**config.mk**
```make
export PLATFORM = sky130hd
export DESIGN_NAME = sseg_scan_decoder
export DESIGN_NICKNAME = d
export VERILOG_FILES = /design/src/rtl/sseg_scan_decoder.sv
export SDC_FILE = /design/constraint.sdc
export NUM_CORES = 1
export LEC_CHECK = 0
export ABC_AREA = 0
export BUFFER_PORTS_ARGS = -buffer_cell sky130_fd_sc_hd__buf_2
export CORE_UTILIZATION = 60
export DETAILED_ROUTE_END_ITERATION = 10
export GPL_ROUTABILITY_DRIVEN = 0
export PLACE_DENSITY = 0.78
export SYNTH_ARGS = -nofsm -noshare
export SYNTH_HDL_FRONTEND = slang
export SYNTH_SLANG_ARGS = --single-unit
```
**constraint.sdc**
```tcl
create_clock -name clk -period 2.4 [get_ports clk]
set_input_delay 0.12 -clock clk [delete_from_list [all_inputs] [get_ports clk]]
set_output_delay 0.12 -clock clk [all_outputs]
set_load 0.02 [all_outputs]
```
**src/rtl/sseg_scan_decoder.sv**
```systemverilog
// sseg_scan_decoder: samples a multiplexed 4-digit active-low seven-segment
// bus, waits for each digit slot to settle, decodes the pattern back to a
// digit code and publishes a complete frame atomically with a strobe.
// Optional feature macro: SSEG_SCAN_TIMEOUT_EN (idle counter drives stale).
module sseg_scan_decoder #(
  parameter int unsigned SETTLE  = 4,
  parameter int unsigned TIMEOUT = 1048575
) (
  input  logic        clk,
  input  logic        rst,
  input  logic [6:0]  sseg,
  input  logic [3:0]  an,
  output logic [15:0] digits,
  output logic        frame_valid,
  output logic        err,
  output logic        stale
);

  typedef enum logic [1:0] {S_IDLE, S_WAIT, S_CAPT, S_HOLD} state_t;

  typedef struct packed {
    logic [6:0] sseg;
    logic [3:0] an;
  } in_t;

  localparam logic [7:0] SETTLE_V = 8'(SETTLE);

  in_t         in_q;
  state_t      state, state_n;
  logic [7:0]  stab;
  logic [3:0]  mask;
  logic [15:0] shadow;
  logic        change;
  logic [3:0]  dec_code;
  logic        dec_bad;

  // True when exactly one digit enable is driven low.
  function automatic logic onehot_low(input logic [3:0] a);
    case (a)
      4'b1110, 4'b1101, 4'b1011, 4'b0111: return 1'b1;
      default:                            return 1'b0;
    endcase
  endfunction

  assign change = ({sseg, an} != in_q);

  // Segment pattern {g..a} active-low to digit code; unknown patterns flag bad.
  always_comb begin
    dec_bad  = 1'b0;
    dec_code = 4'hE;
    case (in_q.sseg)
      7'b1000000: dec_code = 4'h0;
      7'b1111001: dec_code = 4'h1;
      7'b0100100: dec_code = 4'h2;
      7'b0110000: dec_code = 4'h3;
      7'b0011001: dec_code = 4'h4;
      7'b0010010: dec_code = 4'h5;
      7'b0000010: dec_code = 4'h6;
      7'b1111000: dec_code = 4'h7;
      7'b0000000: dec_code = 4'h8;
      7'b0010000: dec_code = 4'h9;
      7'b1111111: dec_code = 4'hF;
      default:    dec_bad  = 1'b1;
    endcase
  end

  // Input register and saturating stability counter.
  always_ff @(posedge clk) begin
    if (!rst) begin
      in_q <= '{sseg: 7'h7F, an: 4'hF};
      stab <= 8'd0;
    end else begin
      in_q <= '{sseg: sseg, an: an};
      if (change)
        stab <= 8'd0;
      else if (stab != SETTLE_V)
        stab <= stab + 8'd1;
    end
  end

  // FSM state register.
  always_ff @(posedge clk) begin
    if (!rst) state <= S_IDLE;
    else      state <= state_n;
  end

  // Next-state logic. A change arriving while in CAPT is followed directly so
  // the next slot is not lost; a change on the CAPT-entry edge cancels capture
  // so only a value that stayed stable is ever decoded.
  always_comb begin
    state_n = state;
    case (state)
      S_IDLE: if (onehot_low(in_q.an)) state_n = S_WAIT;
      S_WAIT: begin
        if (!onehot_low(in_q.an))             state_n = S_IDLE;
        else if (stab == SETTLE_V && !change) state_n = S_CAPT;
      end
      S_CAPT: begin
        if (change) state_n = onehot_low(an) ? S_WAIT : S_IDLE;
        else        state_n = S_HOLD;
      end
      S_HOLD: if (change) state_n = onehot_low(an) ? S_WAIT : S_IDLE;
      default: state_n = S_IDLE;
    endcase
  end

  // Shadow slot write on capture; the active slot is the low enable bit.
  always_ff @(posedge clk) begin
    if (!rst) begin
      shadow <= 16'h0000;
    end else if (state == S_CAPT) begin
      for (int i = 0; i < 4; i++)
        if (!in_q.an[i]) shadow[i*4 +: 4] <= dec_code;
    end
  end

  // Frame assembly: mask tracks captured slots, full mask publishes the frame.
  always_ff @(posedge clk) begin
    if (!rst) begin
      mask        <= 4'h0;
      digits      <= 16'h0000;
      frame_valid <= 1'b0;
      err         <= 1'b0;
    end else begin
      frame_valid <= 1'b0;
      if (mask == 4'hF) begin
        digits      <= shadow;
        frame_valid <= 1'b1;
        mask        <= 4'h0;
      end else if (state == S_CAPT) begin
        mask <= mask | ~in_q.an;
      end
      if (state == S_CAPT && dec_bad)
        err <= 1'b1;
    end
  end

`ifdef SSEG_SCAN_TIMEOUT_EN
  logic [23:0] idle_cnt;

  // Idle counter since last capture; stale follows it one edge later.
  always_ff @(posedge clk) begin
    if (!rst) begin
      idle_cnt <= 24'd0;
      stale    <= 1'b0;
    end else begin
      if (state == S_CAPT)
        idle_cnt <= 24'd0;
      else if (idle_cnt != 24'hFFFFFF)
        idle_cnt <= idle_cnt + 24'd1;
      stale <= (idle_cnt >= 24'(TIMEOUT));
    end
  end
`else
  logic unused_timeout;
  assign unused_timeout = |24'(TIMEOUT);
  assign stale = 1'b0;
`endif

endmodule
```
==> results.py <==
metrics = {
    "outcome": {
        "status": "finished, final reports clean",
    },
    "setup_path": {
        "cp-endpoint": "stab[7]$_SDFFE_PP0P_",
        "r2r_setup_slack_ns": 0.71,
        "crit_arrival_ns": 1.94,
        "crit_family": "simple AND/OR/NAND/NOR gates",
        "crit_path_end_kind": "register",
        "crit_type": "reg -> reg",
        "rr_startpoint": "in_q[9]$_SDFF_PN1_",
        "slowest_delay_ns": 0.56,
        "path_depth": 4,
        "worst_ep_required_time_ns": 2.65,
        "cp-start-kind": "register",
        "path_cells": "xor2_1 > nor4_2 > nand4_2 > nor3_1",
        "timing.rr.end": "stab[7]$_SDFFE_PP0P_",
        "crit_start": "in_q[9]$_SDFF_PN1_",
        "reg2regPathDepth": 4,
        "cp_slowest_cell": "dfxtp_1",
        "cp_max_fo": 14,
        "crit_buf_inv": 0,
    },
    "synth": {
        "synth_top_area_share_pct": 45.04,
        "synth_flop_cell": "dfxtp_1",
        "syn_inst": 302,
        "ys_top_cells_by_count": "59 x dfxtp_1, 44 x nand2_1, 24 x a21oi_1",
        "ys_warn_count": 0,
        "synth_top_cell_by_area": "dfxtp_1",
        "seq_area_frac_synth_pct": 45.04,
        "synth.area.top_cells": "dfxtp_1 45%, nand2_1 6.3%, xor2_1 5.3%",
        "async_reset_ff_share_pct": 0,
        "ys_seq_elements": 59,
        "synth_cell_type_count": 52,
        "synth_area_mm2": 0.002623,
        "syn_nets": 317,
        "syn_area_per_cell_um2": 8.684,
        "synth_enable_flop_cells": 0,
        "synth.most_common_cell": "dfxtp_1",
    },
    "place": {
        "place_inst": 364,
        "portBuffers": 30,
        "place_area_mm2": 0.002749,
        "hpwl_um": 3584,
    },
    "clocking": {
        "cts_tree": "yes",
        "cts.sinks": 59,
        "clk_pin_slew_ns": 0.07,
        "cts_resized": 0,
        "clk_latency_ns": 0.33,
        "clockBufferDepth": 2,
        "cts_buffers": 9,
        "cts_root_buf": "clkbuf_8",
        "htree_levels": 3,
    },
    "detailed_routing": {
        "routed_wl_um": 5344,
        "viasPerCell": 5.602,
        "wire_per_inst_um": 13.92,
        "drt_iter0_markers": 115,
        "drc": 0,
        "drt_first_pass_iters": 4,
        "dr_total_vias": 2151,
        "postRouteAntennaNets": 0,
    },
    "global_routing": {
        "antenna_found_initial": 0,
        "grt_first_pass_wirelength_um": 8507,
        "grt_pass1_vias": 1836,
        "grt_remaining_overflow": 0,
        "grt_use_total_pct": 25.12,
        "grt_start_max_net_pins": 36,
    },
    "job": {
        "maxCapViolations": 0,
    },
    "cells_and_area": {
        "nets": 344,
        "drive_gt1_share_pct": 16.47,
        "final_area_mm2": 0.002983,
        "fin_cells": 384,
        "diodes": 0,
        "n_fill_cell": 326,
        "area_growth_pct": 13.74,
    },
    "sta": {
        "maxSlewHeadroom_pct": 60.41,
        "clock-skew-final_ns": 0.007120,
        "finalSetupViolations": 0,
        "grt_setup_unrepaired": "no",
        "worst_pin_slew_ns": 0.5902,
        "hold_viol": 0,
        "final.setup.tns_ns": 0,
        "finalCriticalPeriod_ns": 1.691,
        "finalCritPeriodShare_pct": 70.46,
        "fmax_mhz": 591.4,
        "slew_viol_final": 0,
    },
    "hold_path": {
        "hold_depth": 2,
        "hp-class": "in -> reg",
    },
    "floorplanning": {
        "die_x_um": 68.11,
        "start_util_pct": 64.18,
        "num_rows": 23,
        "die_area_mm2": 0.004639,
        "ios": 32,
        "core_mm2": 0.004086,
        "die_h_um": 68.11,
    },
    "power_and_ir_drop": {
        "p_leak_nw": 1.142,
        "power_density_mw_per_mm2": 678.9,
        "ir_worst_vdd_mv": 0.6333,
    },
}
[layout by cell type, fill, tap and decap left out, types with 5 or more instances in the layout]
| cell | n |
|---|---|
| xor2_1 | 16 |
| buf_2 | 30 |
| mux2i_1 | 6 |
| dfxtp_1 | 59 |
| a21oi_1 | 24 |
| nor3_1 | 11 |
| inv_1 | 5 |
| clkbuf_8 | 10 |
| a31oi_1 | 5 |
| nand2_1 | 44 |
| o21ai_0 | 11 |
| nor2_1 | 21 |
| nand2b_1 | 12 |
| nand3_1 | 10 |
[report_power, final]
group | total, mW | internal [mW] | switching [mW]
Combinational | 0.120 | 0.0508 | 0.0696
Clock | 0.889 | 0.502 | 0.386
Sequential | 1.02 | 0.990 | 0.0257
[registers in the layout, indices dropped and copies added, names as in the netlist]
register     cells
digits          16
mask             4
shadow          16
frame_valid      1
stab             8
state            2
err              1
in_q            11
[layer usage]
metal / track usage (%) / vias up / share of wire, %
li1: - / 1102 / -
met1: 33.16 / 984 / 49
met2: 38.73 / 56 / 45
met3: 6.500 / 9 / 4.3
met4: 10.16 / 0 / 1.5
met5: 0 / - / 0
[timing repair]
item                                   CTS  global route
setup buffers                            0             0
endpoints found under the hold margin    4             0
hold buffers                             4             0
[stage by stage]
step	power, mW	hold slack [ns]	utilization, %	setup slack [ns]
6_report	2.025	0.01080	72.99	0.7091
5_1_grt	2.087	0.01007	72.99	0.5762
4_1_cts	2.035	0.001404	72.99	0.7351
3_5_place_dp	1.152	0.3331	67.27	0.7640
3_3_place_gp	1.150	0.3310	67.27	0.8190
2_1_floorplan	1.124	0.2215	-	0.9241
[worst register-to-register path: cells and delay by family, from the launching register on]
| kind | cells | cell delay, ns |
|---|---|---|
| simple gates | 3 | 0.89 |
| flops | 1 | 0.56 |
| xor+xnor | 1 | 0.17 |
[area by class of cell]
| class | instances | area [µm²] | area share [%] |
|---|---|---|---|
| Inverter | 6 | 22.52 | 0.7550 |
| Clock inverter | 5 | 52.55 | 1.762 |
| Sequential cell | 59 | 1181 | 39.60 |
| Multi-Input combinational cell | 217 | 1318 | 44.17 |
| Timing Repair Buffer | 36 | 205.2 | 6.879 |
| Clock buffer | 11 | 141.4 | 4.740 |
| Tap cell | 50 | 62.56 | 2.097 |
[cells by family (layout without fill, tap and decap cells)]
group	after synthesis	after routing	synth area share (%)
and+or+nand+nor	130	130	26.19
DFF	59	59	45.04
xor gates and xnor gates	21	21	7.299
muxes	6	6	2.290
other	1	1	0.1430
AOI/OAI and AO/OA	57	57	13.36
buffers and inverters	26	58	4.723
adders and majority gates	2	2	0.9540
[worst min-delay path by stage]
stage,endpoint,from,slack [ns]
floorplan,in_q[0]$_SDFF_PN1_,an[0],0.22
finish,in_q[4]$_SDFF_PN1_,sseg[0],0.01
global placement,in_q[5]$_SDFF_PN1_,sseg[1],0.33
CTS,in_q[4]$_SDFF_PN1_,sseg[0],0.001
detailed placement,in_q[6]$_SDFF_PN1_,sseg[2],0.33
global route,in_q[10]$_SDFF_PN1_,sseg[6],0.01
(Power assumes the default switching activity.)
